`src/rtl/cpu_pkg.sv`:
```
// cpu_pkg -- definitions shared by the operator-entry front end and the core
// decoder of the switch-driven 4-bit CPU.
//   * opcode encodings (OP_ADD .. OP_XOR, OP_ST, OP_LD)
//   * op_operand_count(): operand count of an opcode (0 = invalid opcode)
//   * entry_state_t: entry FSM encoding, chosen so it can drive the phase LEDs
package cpu_pkg;

  // Two-operand opcodes
  localparam logic [3:0] OP_ADD  = 4'b0001;
  localparam logic [3:0] OP_SUB  = 4'b0011;
  localparam logic [3:0] OP_MUL  = 4'b0111;
  localparam logic [3:0] OP_CMP  = 4'b1100;
  localparam logic [3:0] OP_NAND = 4'b1000;
  localparam logic [3:0] OP_NOR  = 4'b1001;
  localparam logic [3:0] OP_XOR  = 4'b1011;

  // One-operand opcodes (operand A only)
  localparam logic [3:0] OP_ST   = 4'b1111;
  localparam logic [3:0] OP_LD   = 4'b1110;

  // Entry phase; the encoding is what the operator sees on the LEDs
  typedef enum logic [1:0] {
    ENTRY_IDLE  = 2'b00,
    ENTRY_GET_A = 2'b01,
    ENTRY_GET_B = 2'b10,
    ENTRY_ISSUE = 2'b11
  } entry_state_t;

  // Number of operands an opcode takes; 0 flags an unknown opcode
  function automatic logic [1:0] op_operand_count(input logic [3:0] op);
    logic [1:0] count;
    case (op)
      OP_ADD, OP_SUB, OP_MUL, OP_CMP,
      OP_NAND, OP_NOR, OP_XOR:          count = 2'd2;
      OP_ST, OP_LD:                     count = 2'd1;
      default:                          count = 2'd0;
    endcase
    return count;
  endfunction

endpackage

```
`src/rtl/btn_debounce.sv`:
```
// btn_debounce -- push-button conditioner: 2-flop synchronizer, stability
// counter, debounced level and a registered one-cycle press pulse on the
// level's 0->1 edge. A clean press yields press DEBOUNCE_CYCLES+3 cycles after
// the raw button rises; releases are filtered the same way but give no pulse.
// Ports:
//   clk    in  system clock
//   reset  in  asynchronous, active-high reset
//   btn    in  raw, asynchronous button
//   press  out one-cycle pulse per accepted press
// Parameters: DEBOUNCE_CYCLES (stable cycles required), CNT_W (counter width,
// 2^CNT_W must exceed DEBOUNCE_CYCLES).
module btn_debounce #(
  parameter int DEBOUNCE_CYCLES = 500000,
  parameter int CNT_W           = 20
) (
  input  logic clk,
  input  logic reset,
  input  logic btn,
  output logic press
);

  localparam logic [CNT_W-1:0] CNT_LAST = CNT_W'(DEBOUNCE_CYCLES - 1);
  localparam logic [CNT_W-1:0] CNT_ZERO = {CNT_W{1'b0}};
  localparam logic [CNT_W-1:0] CNT_ONE  = CNT_W'(1);

  logic             sync_1;
  logic             sync_2;
  logic [CNT_W-1:0] cnt;
  logic             level;
  logic             level_d;

  // Two-flop synchronizer for the asynchronous button
  always_ff @(posedge clk or posedge reset) begin
    if (reset) begin
      sync_1 <= 1'b0;
      sync_2 <= 1'b0;
    end else begin
      sync_1 <= btn;
      sync_2 <= sync_1;
    end
  end

  // Stability counter; the level only follows after a full run of mismatch
  always_ff @(posedge clk or posedge reset) begin
    if (reset) begin
      cnt   <= CNT_ZERO;
      level <= 1'b0;
    end else if (sync_2 != level) begin
      if (cnt == CNT_LAST) begin
        level <= sync_2;
        cnt   <= CNT_ZERO;
      end else begin
        cnt   <= cnt + CNT_ONE;
      end
    end else begin
      // Any return to agreement restarts the count, which kills glitches
      cnt <= CNT_ZERO;
    end
  end

  // Registered rising-edge detector on the debounced level
  always_ff @(posedge clk or posedge reset) begin
    if (reset) begin
      level_d <= 1'b0;
      press   <= 1'b0;
    end else begin
      level_d <= level;
      press   <= level & ~level_d;
    end
  end

endmodule

```
`src/rtl/instr_entry.sv`:
```
// instr_entry -- operator-input front end of the 4-bit CPU. Collects one
// instruction as a sequence of debounced Done presses (opcode on sw[3:0], then
// 0/1/2 operands on sw[7:4]) and offers it to the core over valid/ready.
// Ports:
//   clk          in   system clock
//   reset        in   asynchronous, active-high reset
//   done_btn     in   raw Done push-button
//   sw[7:0]      in   switches: [3:0] opcode field, [7:4] operand field
//   instr_ready  in   core takes the instruction this cycle (used in ISSUE only)
//   instr_valid  out  instruction valid and held stable
//   instr_op     out  opcode
//   instr_a      out  first operand (0 if unused)
//   instr_b      out  second operand (0 if unused)
//   bad_op       out  one-cycle pulse after an unknown opcode press
//   led[1:0]     out  entry phase: 00 idle, 01 A, 10 B, 11 issuing
module instr_entry
  import cpu_pkg::*;
#(
  parameter int DEBOUNCE_CYCLES = 500000,
  parameter int CNT_W           = 20
) (
  input  logic       clk,
  input  logic       reset,
  input  logic       done_btn,
  input  logic [7:0] sw,
  input  logic       instr_ready,
  output logic       instr_valid,
  output logic [3:0] instr_op,
  output logic [3:0] instr_a,
  output logic [3:0] instr_b,
  output logic       bad_op,
  output logic [1:0] led
);

  entry_state_t state;
  entry_state_t state_next;
  logic         press;
  logic         single;
  logic         single_next;
  logic [3:0]   op_next;
  logic [3:0]   a_next;
  logic [3:0]   b_next;
  logic         valid_next;
  logic         bad_next;
  logic [1:0]   op_count;

  btn_debounce #(
    .DEBOUNCE_CYCLES (DEBOUNCE_CYCLES),
    .CNT_W           (CNT_W)
  ) u_debounce (
    .clk   (clk),
    .reset (reset),
    .btn   (done_btn),
    .press (press)
  );

  assign op_count = op_operand_count(sw[3:0]);

  // LEDs show the registered entry phase directly
  assign led = state;

  // State and instruction registers; every output leaves a flop
  always_ff @(posedge clk or posedge reset) begin
    if (reset) begin
      state       <= ENTRY_IDLE;
      single      <= 1'b0;
      instr_op    <= 4'h0;
      instr_a     <= 4'h0;
      instr_b     <= 4'h0;
      instr_valid <= 1'b0;
      bad_op      <= 1'b0;
    end else begin
      state       <= state_next;
      single      <= single_next;
      instr_op    <= op_next;
      instr_a     <= a_next;
      instr_b     <= b_next;
      instr_valid <= valid_next;
      bad_op      <= bad_next;
    end
  end

  // Entry sequencing: next state and next register values
  always_comb begin
    state_next  = state;
    single_next = single;
    op_next     = instr_op;
    a_next      = instr_a;
    b_next      = instr_b;
    bad_next    = 1'b0;
    valid_next  = 1'b0;

    case (state)
      ENTRY_IDLE: begin
        if (press) begin
          if (op_count == 2'd0) begin
            // Unknown opcode: flag it and keep the previous instruction
            bad_next = 1'b1;
          end else begin
            op_next     = sw[3:0];
            a_next      = 4'h0;
            b_next      = 4'h0;
            single_next = (op_count == 2'd1);
            state_next  = ENTRY_GET_A;
          end
        end else begin
          state_next = ENTRY_IDLE;
        end
      end

      ENTRY_GET_A: begin
        if (press) begin
          a_next = sw[7:4];
          if (single) begin
            b_next     = 4'h0;
            state_next = ENTRY_ISSUE;
          end else begin
            state_next = ENTRY_GET_B;
          end
        end else begin
          state_next = ENTRY_GET_A;
        end
      end

      ENTRY_GET_B: begin
        if (press) begin
          b_next     = sw[7:4];
          state_next = ENTRY_ISSUE;
        end else begin
          state_next = ENTRY_GET_B;
        end
      end

      ENTRY_ISSUE: begin
        // Presses here are dropped; only the core's ready moves us on
        if (instr_ready) begin
          state_next = ENTRY_IDLE;
        end else begin
          state_next = ENTRY_ISSUE;
        end
      end

      default: begin
        state_next = ENTRY_IDLE;
      end
    endcase

    // Valid is a registered copy of "next state is ISSUE"
    valid_next = (state_next == ENTRY_ISSUE);
  end

endmodule
```
`config.mk`:
```
export PLATFORM = sky130hd
export DESIGN_NAME = instr_entry
export DESIGN_NICKNAME = d
export VERILOG_FILES = /design/src/rtl/cpu_pkg.sv /design/src/rtl/btn_debounce.sv /design/src/rtl/instr_entry.sv
export SDC_FILE = /design/constraint.sdc
export NUM_CORES = 1
export LEC_CHECK = 0
export CAP_MARGIN = 20
export CORE_UTILIZATION = 30
export CTS_BUF_LIST = sky130_fd_sc_hd__clkbuf_4 sky130_fd_sc_hd__clkbuf_8 sky130_fd_sc_hd__clkbuf_16
export DETAILED_ROUTE_END_ITERATION = 12
export HOLD_SLACK_MARGIN = 0.02
export MAX_ROUTING_LAYER = met4
export PLACE_DENSITY_LB_ADDON = 0.15
export SLEW_MARGIN = 20
export SYNTH_ARGS = -nofsm -noshare
export SYNTH_HDL_FRONTEND = slang
export SYNTH_SLANG_ARGS = --single-unit
```
`constraint.sdc`:
```
create_clock -name clk -period 5.15 [get_ports clk]
set_input_delay 0.515 -clock clk [delete_from_list [all_inputs] [get_ports clk]]
set_output_delay 0.515 -clock clk [all_outputs]
set_load 0.005 [all_outputs]
```
==> impl_metrics.env, run 1 <==
export IMPL_synth_top_area_share_pct=55.78
export IMPL_max_vdd_ir_drop_mv=0.1205
export IMPL_crit_fanout=11
export IMPL_final_common_cell="dfrtp_1"
export IMPL_ys_seq_area_share_pct=55.78
export IMPL_worst_pin_slew_ns=0.8150
export IMPL_hold_path_class="flop to flop"
export IMPL_synth_area_mux_share_pct=3.586
export IMPL_drv_slew=0
export IMPL_synthTopCellsByArea="dfrtp_1, xnor2_1, nor2_1"
export IMPL_yosys_cell_types_count=38
export IMPL_place_area_um2=2252
export IMPL_fmax_ghz=0.4464
export IMPL_rows=28
export IMPL_syn_nets=184
export IMPL_clock_latency_ns=0.28
export IMPL_end_kind="flop"
export IMPL_core_area_um2=5991
export IMPL_post_cts_buffers=0
export IMPL_sw_frac_of_total_pct=20.87
export IMPL_setup_viol_count_final=0
export IMPL_die_area_um2=6602
export IMPL_synth_seq_cells=42
export IMPL_grt_antenna_before_repair=0
export IMPL_grtUsageTotal_pct=12.94
export IMPL_worstPathArrival_ns=2.41
export IMPL_layout_min_cycle_time_ns=2.240
export IMPL_final_cell_mix="dfrtp_1, clkdlybuf4s50_1, nor2_1"
export IMPL_finalInstanceArea_um2=2347
export IMPL_synth_top_family_by_area="simple AND/OR/NAND/NOR gates"
export IMPL_rsz0062_at_grt="false"
export IMPL_n_antenna_cell=0
export IMPL_root_buffer="clkbuf_8"
export IMPL_overflow=0
export IMPL_ant_nets=0
export IMPL_dr_pass1_iters=4
export IMPL_cts_resized=0
export IMPL_grt_max_degree=43
export IMPL_synthAdderAreaFrac_pct=0.6640
export IMPL_relSlewSlack_pct=45.34
export IMPL_multi_input_area_um2=795.8
export IMPL_holdBufCountCts=0
export IMPL_p_leak_uw=0.0009747
export IMPL_h_tree_depth=2
export IMPL_cts_made_buffers=5
export IMPL_fin_skew_ns=0.003087
export IMPL_avgSynthCellArea_um2=11.02
export IMPL_grt_first_pass_wirelength_mm=6.230
export IMPL_areaGrowthSynthToFinish_pct=24.57
export IMPL_dpl_hpwl_mm=2.714
export IMPL_fin_nets=216
export IMPL_clkPwrFrac_pct=37.3
export IMPL_vias_per_cell=5.018
export IMPL_portBuffers=27
export IMPL_fillers=586
export IMPL_drt_total_wl_mm=3.716
export IMPL_start_util_pct=31.45
export IMPL_p_per_area_nw_per_um2=246.3
export IMPL_ys_warn_count=0
export IMPL_path_class="flop to flop"
export IMPL_place_gp_congestion=0.8260
export IMPL_syn_area_um2=1884
export IMPL_power_uw=578.0
export IMPL_die_width_um=81.25
export IMPL_pwr_share_seq_pct=58.1
export IMPL_fin_crit_sh_pct=43.49
export IMPL_pin_count=28
export IMPL_p_int_uw=457.4
export IMPL_seqCellArea_um2=1051
export IMPL_first_global_vias=1352
export IMPL_clkTransAtPathRegs_ns=0.07
export IMPL_power_switching_uw=120.7
export IMPL_critPathLaunchType="flop"
export IMPL_tns_ns=0
export IMPL_layout_drive_gt1_share_pct=9.804
export IMPL_drc=0
export IMPL_status="finished, final reports clean"
export IMPL_r2r_slack_ns=2.91
export IMPL_clock_sink_count=42
export IMPL_finalHoldViolCount=0
export IMPL_max_cap_violations=0
export IMPL_yosysTopAreaCell="dfrtp_1"
export IMPL_die_height_um=81.25
export IMPL_synthCells=171
export IMPL_comb_power_share_pct=4.6
export IMPL_clockBufferDepth=2
export IMPL_synth_compound_area_share_pct=11.09
export IMPL_synth_simple_gate_area_share_pct=19.65
export IMPL_routedWlPerCell_um=13.32
export IMPL_tritoncts="yes"
export IMPL_required_ns=5.32
export IMPL_vias=1400
export IMPL_first_iter_violations=136
export IMPL_synthXorXnorAreaFrac_pct=6.972
flip-flops by register name (all words and copies together), names as in the netlist:
register            count
single                  1
u_debounce.level        1
instr_op                4
u_debounce.sync_1       1
instr_b                 4
instr_valid             1
u_debounce.cnt         20
led                     2
u_debounce.level_d      1
u_debounce.sync_2       1
instr_a                 4
u_debounce.press        1
bad_op                  1
power by group through the flow:
stage               Combinational (µW)  Sequential [µW]  Clock (µW)
floorplan                         12.9              341           0
global placement                  27.1              342           0
detailed placement                27.8              342           0
CTS                               27.9              336         231
global route                      30.8              336         246
finish                            26.8              336         215
worst paths after layout:
path / from / end / cells past startpoint
worst min register to register: u_debounce.sync_1 / u_debounce.sync_2 / 0
worst max-delay path: u_debounce.cnt[0] / u_debounce.cnt[4] / 5
worst min-delay path: u_debounce.sync_1 / u_debounce.sync_2 / 0
worst max register to register: u_debounce.cnt[0] / u_debounce.cnt[4] / 5
min in group asynchronous: reset / instr_a[2] / 3
max in group asynchronous: reset / u_debounce.cnt[5] / 3
worst max-delay path, stage by stage (launching register included):
cell,delay (ns)
dfrtp_1,0.43
ha_1,0.25
nand4_1,0.29
o31ai_2,0.81
buf_4,0.29
nor2_1,0.06
Yosys cell counts, drive strengths merged:
cell type	count
dfrtp	42
nor2	18
nand2	9
nand3	9
xnor2	9
inv	7
mux2	6
o21ai	6
xor2	6
a21oi	5
nand4	5
nor4	5
a22o	4
a32o	4
clkbuf	4
nor3	4
and3	3
or3	3
a21boi	2
and4	2
nand4b	2
nor2b	2
o31ai	2
a211oi	1
and2	1
ha	1
nand2b	1
nor4b	1
nor4bb	1
o211a	1
o21a	1
o22ai	1
o32ai	1
o41ai	1
or4	1
final cells by class:
class	count	area share (%)
flip-flops and latches	42	44.78
multi-input cells	118	33.90
repair buffers	29	12.15
well taps	75	3.998
clock buffers	7	3.838
inverters	7	1.119
clock inverters	1	0.2132
kinds of logic after synthesis:
family | after synthesis
multiplexers | 6
AND/OR/NAND/NOR | 67
XOR/XNOR | 15
AO/OA/AOI/OAI | 29
buffers and inverters | 11
adder cells (fa/ha/maj) | 1
flip-flops | 42
metrics by stage:
step                hold slack, ns  util, %  setup WS, ns  instances
global route                0.3713    39.18         2.686        279
CTS                         0.3615    39.18         2.849        279
floorplan                   0.3312        -         3.431        171
detailed placement          0.3427    37.59         2.755        271
global placement            0.3389    37.59         2.795        271
finish                      0.3575    39.18         2.910        279
routing by layer:
layer	share of wire, %	wire length, µm	vias to the layer above	GRT usage, %
met5	0	0	-	-
met4	0.73	27	0	4.821
met3	4.8	177	2	3.483
met2	49	1838	30	20.76
met1	45	1672	688	15.52
li1	-	-	680	-
Note: power is estimated with default switching activity, not from simulation.
==> run 2, diff against run 1 <==
clock period = 2.2 ns   (was 5.15 ns; I/O delays follow)
==> run 2 against run 1 <==
Net effect: maximum frequency grew 23%; utilization grew 1.1 points; clock skew grew 0.010 ns; first-iteration DRC count shrank 62%; hold slack lost 0.0087 ns; power grew to 2.7 times the previous value; flip-flop and latch count is the same; sequential share of layout area shrank 1.2 points; register-to-register slack lost 2.5 ns; critical path type unchanged.
==> impl_metrics.env, run 2 (same netlist as run 1, synthesis figures left out) <==
export IMPL_final_cell_mix="dfrtp_1, clkdlybuf4s50_1, nor2_1"
export IMPL_finalHoldViolCount=0
export IMPL_place_gp_congestion=0.8083
export IMPL_place_ws_ns=0.3247
export IMPL_max_cap_violations=0
export IMPL_rsz0062_at_grt="false"
export IMPL_grt_first_pass_wirelength_mm=6.658
export IMPL_holdBufCountCts=0
export IMPL_clkTransAtPathRegs_ns=0.09
export IMPL_first_global_vias=1433
export IMPL_dr_pass1_iters=4
export IMPL_layout_drive_gt1_share_pct=11.11
export IMPL_fillers=578
export IMPL_max_vdd_ir_drop_mv=0.3410
export IMPL_fin_nets=219
export IMPL_largest_reg_flops=20
export IMPL_ant_nets=0
export IMPL_setup_viol_count_final=0
export IMPL_setup_ws_ns=0.3786
export IMPL_core_area_um2=5991
export IMPL_pin_count=28
export IMPL_clockBufferDepth=2
export IMPL_worst_pin_slew_ns=0.5429
export IMPL_cts_made_buffers=5
export IMPL_grt_antenna_before_repair=0
export IMPL_areaGrowthSynthToFinish_pct=28.02
export IMPL_required_ns=2.37
export IMPL_cts_resized=0
export IMPL_rows=28
export IMPL_fin_skew_ns=0.01337
export IMPL_p_leak_uw=0.001006
export IMPL_final_common_cell="dfrtp_1"
export IMPL_fin_crit_sh_pct=82.79
export IMPL_critPathLaunchType="flop"
export IMPL_first_iter_violations=52
export IMPL_grtUsageTotal_pct=13.51
export IMPL_max_flop_register="u_debounce.cnt"
export IMPL_drt_total_wl_mm=3.826
export IMPL_n_antenna_cell=0
export IMPL_worstPathArrival_ns=1.99
export IMPL_grt_max_degree=43
export IMPL_start_util_pct=31.45
export IMPL_portBuffers=27
export IMPL_overflow=0
export IMPL_drv_slew=0
export IMPL_crit_fanout=6
export IMPL_p_per_area_nw_per_um2=654.2
export IMPL_die_width_um=81.25
export IMPL_routedWlPerCell_um=13.57
export IMPL_clock_latency_ns=0.29
export IMPL_die_area_um2=6602
export IMPL_root_buffer="clkbuf_8"
export IMPL_relSlewSlack_pct=63.81
export IMPL_vias_per_cell=4.950
export IMPL_fmax_ghz=0.5490
export IMPL_tns_ns=0
export IMPL_die_height_um=81.25
export IMPL_hold_path_class="primary input to asynchronous set/reset pin"
export IMPL_tritoncts="yes"
export IMPL_end_kind="flop"
export IMPL_path_class="flop to flop"
export IMPL_seqCellArea_um2=1051
export IMPL_vias=1396
export IMPL_drc=0
export IMPL_status="finished, final reports clean"
export IMPL_clock_sink_count=42
export IMPL_h_tree_depth=2
export IMPL_dpl_hpwl_mm=2.743
export IMPL_post_cts_buffers=0
export IMPL_layout_min_cycle_time_ns=1.821
export IMPL_multi_input_area_um2=795.8
[run 2: stage by stage]
stage	area [µm²]	std cells	power, µW	hold WS (ns)	util, %
after global placement	2275	274	865.1	0.3385	37.97
after detailed placement	2275	274	867.5	0.3503	37.97
after global routing	2412	282	1648	0.3518	40.27
final	2412	282	1578	0.3488	40.27
after floorplan	1884	171	828.8	0.2514	-
after CTS	2412	282	1604	0.3564	40.27
[run 2: critical path, stage by stage, from the launching register on]
cell     delay [ns]
dfrtp_1        0.41
ha_1           0.24
nand4_1        0.28
or3_1          0.47
o21ai_0        0.21
a21oi_1        0.10
[run 2: worst paths after layout]
path                            slack [ns]         startpoint            endpoint  cells after the start
worst max-delay path                  0.38  u_debounce.cnt[0]  u_debounce.cnt[16]                      5
worst min-delay path                  0.35              reset          instr_a[2]                      3
worst max register to register        0.38  u_debounce.cnt[0]  u_debounce.cnt[16]                      5
worst min register to register        0.35  u_debounce.sync_1   u_debounce.sync_2                      0
max in group asynchronous             1.47              reset   u_debounce.cnt[7]                      3
min in group clk                      0.35  u_debounce.sync_1   u_debounce.sync_2                      0
[run 2: layout make-up]
cell class / instances / share of cell area, %
Sequential cell: 42 / 43.57
Clock buffer: 5 / 2.853
Tap cell: 75 / 3.890
Clock inverter: 3 / 2.853
Inverter: 7 / 1.089
Multi-Input combinational cell: 118 / 32.99
Timing Repair Buffer: 32 / 12.76
[run 2: power breakdown]
part	total, µW	switching [µW]	internal [µW]
registers	785	7.34	777
logic	65.4	36.6	28.8
clock network	728	273	455
total	1580	317	1260
[run 2: layer usage]
| layer | vias up | global-route usage (%) | part of all wire [%] | routed length (µm) |
|---|---|---|---|---|
| met5 | - | - | 0 | 0 |
| met4 | 0 | 4.286 | 0.71 | 27 |
| met3 | 2 | 3.034 | 3.6 | 139 |
| met2 | 22 | 22.94 | 49 | 1879 |
| met1 | 679 | 15.80 | 46 | 1779 |
| li1 | 693 | - | - | - |
==> run 3, diff against run 2 <==
clock period = 1.59 ns   (was 2.2 ns; I/O delays follow)
==> run 3 against run 2 <==
Net effect: clock power decreased by 5.4%; cell area increased by 11%; the run now ends with setup timing left; clock skew increased by 0.0075 ns; first-iteration DRC count decreased by 9.6%; critical path depth unchanged.
==> impl_metrics.env, run 3 (same netlist as run 1, synthesis figures left out) <==
export IMPL_worst_r2r_endpoint="u_debounce.cnt[17]"
export IMPL_final_common_cell="dfrtp_1"
export IMPL_final_core_util_pct=44.55
export IMPL_cts_made_buffers=5
export IMPL_power_switching_uw=447.7
export IMPL_critPathSlowestCell="or4_4"
export IMPL_vias=1582
export IMPL_drv_slew=0
export IMPL_h_tree_depth=2
export IMPL_rsz0062_at_grt="true"
export IMPL_grt_first_pass_wirelength_mm=7.438
export IMPL_crit_chain="buf_4 > nand4_1 > or4_4 > or3_4 > a21oi_2"
export IMPL_n_antenna_cell=0
export IMPL_setup_viol_count_final=1
export IMPL_core_area_um2=5991
export IMPL_cp_top_family="simple AND/OR/NAND/NOR gates"
export IMPL_cp_num_cells=5
export IMPL_fin_nets=250
export IMPL_max_flop_register="u_debounce.cnt"
export IMPL_worstPathArrival_ns=1.84
export IMPL_clockBufferDepth=2
export IMPL_pwr_share_seq_pct=57.1
export IMPL_sw_frac_of_total_pct=23.63
export IMPL_die_width_um=81.25
export IMPL_setup_ws_ns=-0.02842
export IMPL_clock_sink_count=42
export IMPL_fin_crit_sh_pct=101.8
export IMPL_grt_max_degree=43
export IMPL_hold_path_class="primary input to asynchronous set/reset pin"
export IMPL_crit_buf_inv=1
export IMPL_worst_pin_slew_ns=0.3480
export IMPL_end_kind="flop"
export IMPL_crit_fanout=4
export IMPL_final_cell_mix="dfrtp_1, buf_4, clkdlybuf4s50_1"
export IMPL_required_ns=1.82
export IMPL_dr_pass1_iters=4
export IMPL_r2r_start="u_debounce.cnt[1]"
export IMPL_violations="setup timing"
export IMPL_first_iter_violations=47
export IMPL_power_uw=1895
export IMPL_critPathLaunchType="flop"
export IMPL_p_per_area_nw_per_um2=709.9
export IMPL_layout_drive_gt1_share_pct=27.73
export IMPL_critical_path_max_stage_delay_ns=0.46
export IMPL_grt_antenna_before_repair=0
export IMPL_portBuffers=27
export IMPL_place_gp_congestion=0.8257
export IMPL_vias_per_cell=5.054
export IMPL_fin_skew_ns=0.02083
export IMPL_p_int_uw=1447
export IMPL_drt_total_wl_mm=4.354
export IMPL_reg2regPathDepth=5
export IMPL_relSlewSlack_pct=76.58
export IMPL_areaGrowthSynthToFinish_pct=41.63
export IMPL_routedWlPerCell_um=13.91
export IMPL_die_height_um=81.25
export IMPL_layout_min_cycle_time_ns=1.618
export IMPL_p_leak_uw=0.001151
export IMPL_largest_reg_flops=20
export IMPL_finalHoldViolCount=0
export IMPL_place_ws_ns=-0.1714
export IMPL_ant_nets=0
export IMPL_status="finished with violations"
export IMPL_tritoncts="yes"
export IMPL_clkTransAtPathRegs_ns=0.09
export IMPL_drc=0
export IMPL_grtUsageTotal_pct=15.39
export IMPL_die_area_um2=6602
export IMPL_fmax_ghz=0.6179
export IMPL_r2r_slack_ns=-0.03
export IMPL_root_buffer="clkbuf_8"
export IMPL_pin_count=28
export IMPL_dpl_hpwl_mm=3.121
export IMPL_clkPwrFrac_pct=36.4
export IMPL_first_global_vias=1640
export IMPL_start_util_pct=31.45
export IMPL_max_vdd_ir_drop_mv=0.2932
export IMPL_clock_latency_ns=0.30
export IMPL_rows=28
export IMPL_overflow=0
export IMPL_comb_power_share_pct=6.5
export IMPL_max_cap_violations=0
export IMPL_path_class="flop to flop"
export IMPL_holdBufCountCts=0
export IMPL_tns_ns=-0.02842
## run 3: worst max path at each step
stage                                  from                  to
final                     u_debounce.cnt[1]  u_debounce.cnt[17]
after global placement                sw[2]         instr_op[1]
after CTS                 u_debounce.cnt[1]  u_debounce.cnt[17]
after global routing      u_debounce.cnt[6]   u_debounce.cnt[2]
after detailed placement              sw[3]         instr_op[2]
after floorplan           u_debounce.cnt[0]   u_debounce.cnt[2]
## run 3: repair_timing
action | 4_1_cts | 5_1_grt
resized for setup | 3 | 15
setup buffers | 0 | 3
cloned | 0 | 0
setup endpoints to repair | 2 | 22
pin swaps | 0 | 3
## run 3: layout make-up
| class | instances | area [µm²] |
|---|---|---|
| multi-input cells | 118 | 847.1 |
| flip-flops and latches | 42 | 1054 |
| clock buffers | 5 | 68.82 |
| fillers | 572 | 3322 |
| clock inverters | 3 | 18.77 |
| repair buffers | 63 | 560.5 |
| inverters | 7 | 26.28 |
| well taps | 75 | 93.84 |
## run 3: power groups by stage
stage          clock [µW]  combinational [µW]  sequential [µW]
2_1_floorplan           0                41.9             1110
3_3_place_gp            0                 119             1100
3_5_place_dp            0                 121             1100
4_1_cts               722                 122             1080
5_1_grt               777                 137             1080
6_report              689                 123             1080
## run 3: routing by layer
metal / up-vias / global-route usage (%) / wire length (µm)
met1: 793 / 16.74 / 1833
met4: 0 / 5.714 / 58
li1: 752 / - / -
met3: 6 / 4.157 / 160
met2: 31 / 26.72 / 2301
met5: - / - / 0
## run 3: worst reg2reg max path: stages (launching register included)
cell and delay (ns):
dfrtp_1 0.37, buf_4 0.12, nand4_1 0.12, or4_4 0.46, or3_4 0.35, a21oi_2 0.13
## run 3: metrics by stage
step | hold WS [ns] | instance area, µm² | cells
finish | 0.1919 | 2669 | 313
global placement | 0.3552 | 2499 | 302
global route | 0.2082 | 2669 | 313
floorplan | 0.1904 | 1894 | 171
detailed placement | 0.3471 | 2499 | 302
CTS | 0.2038 | 2595 | 310
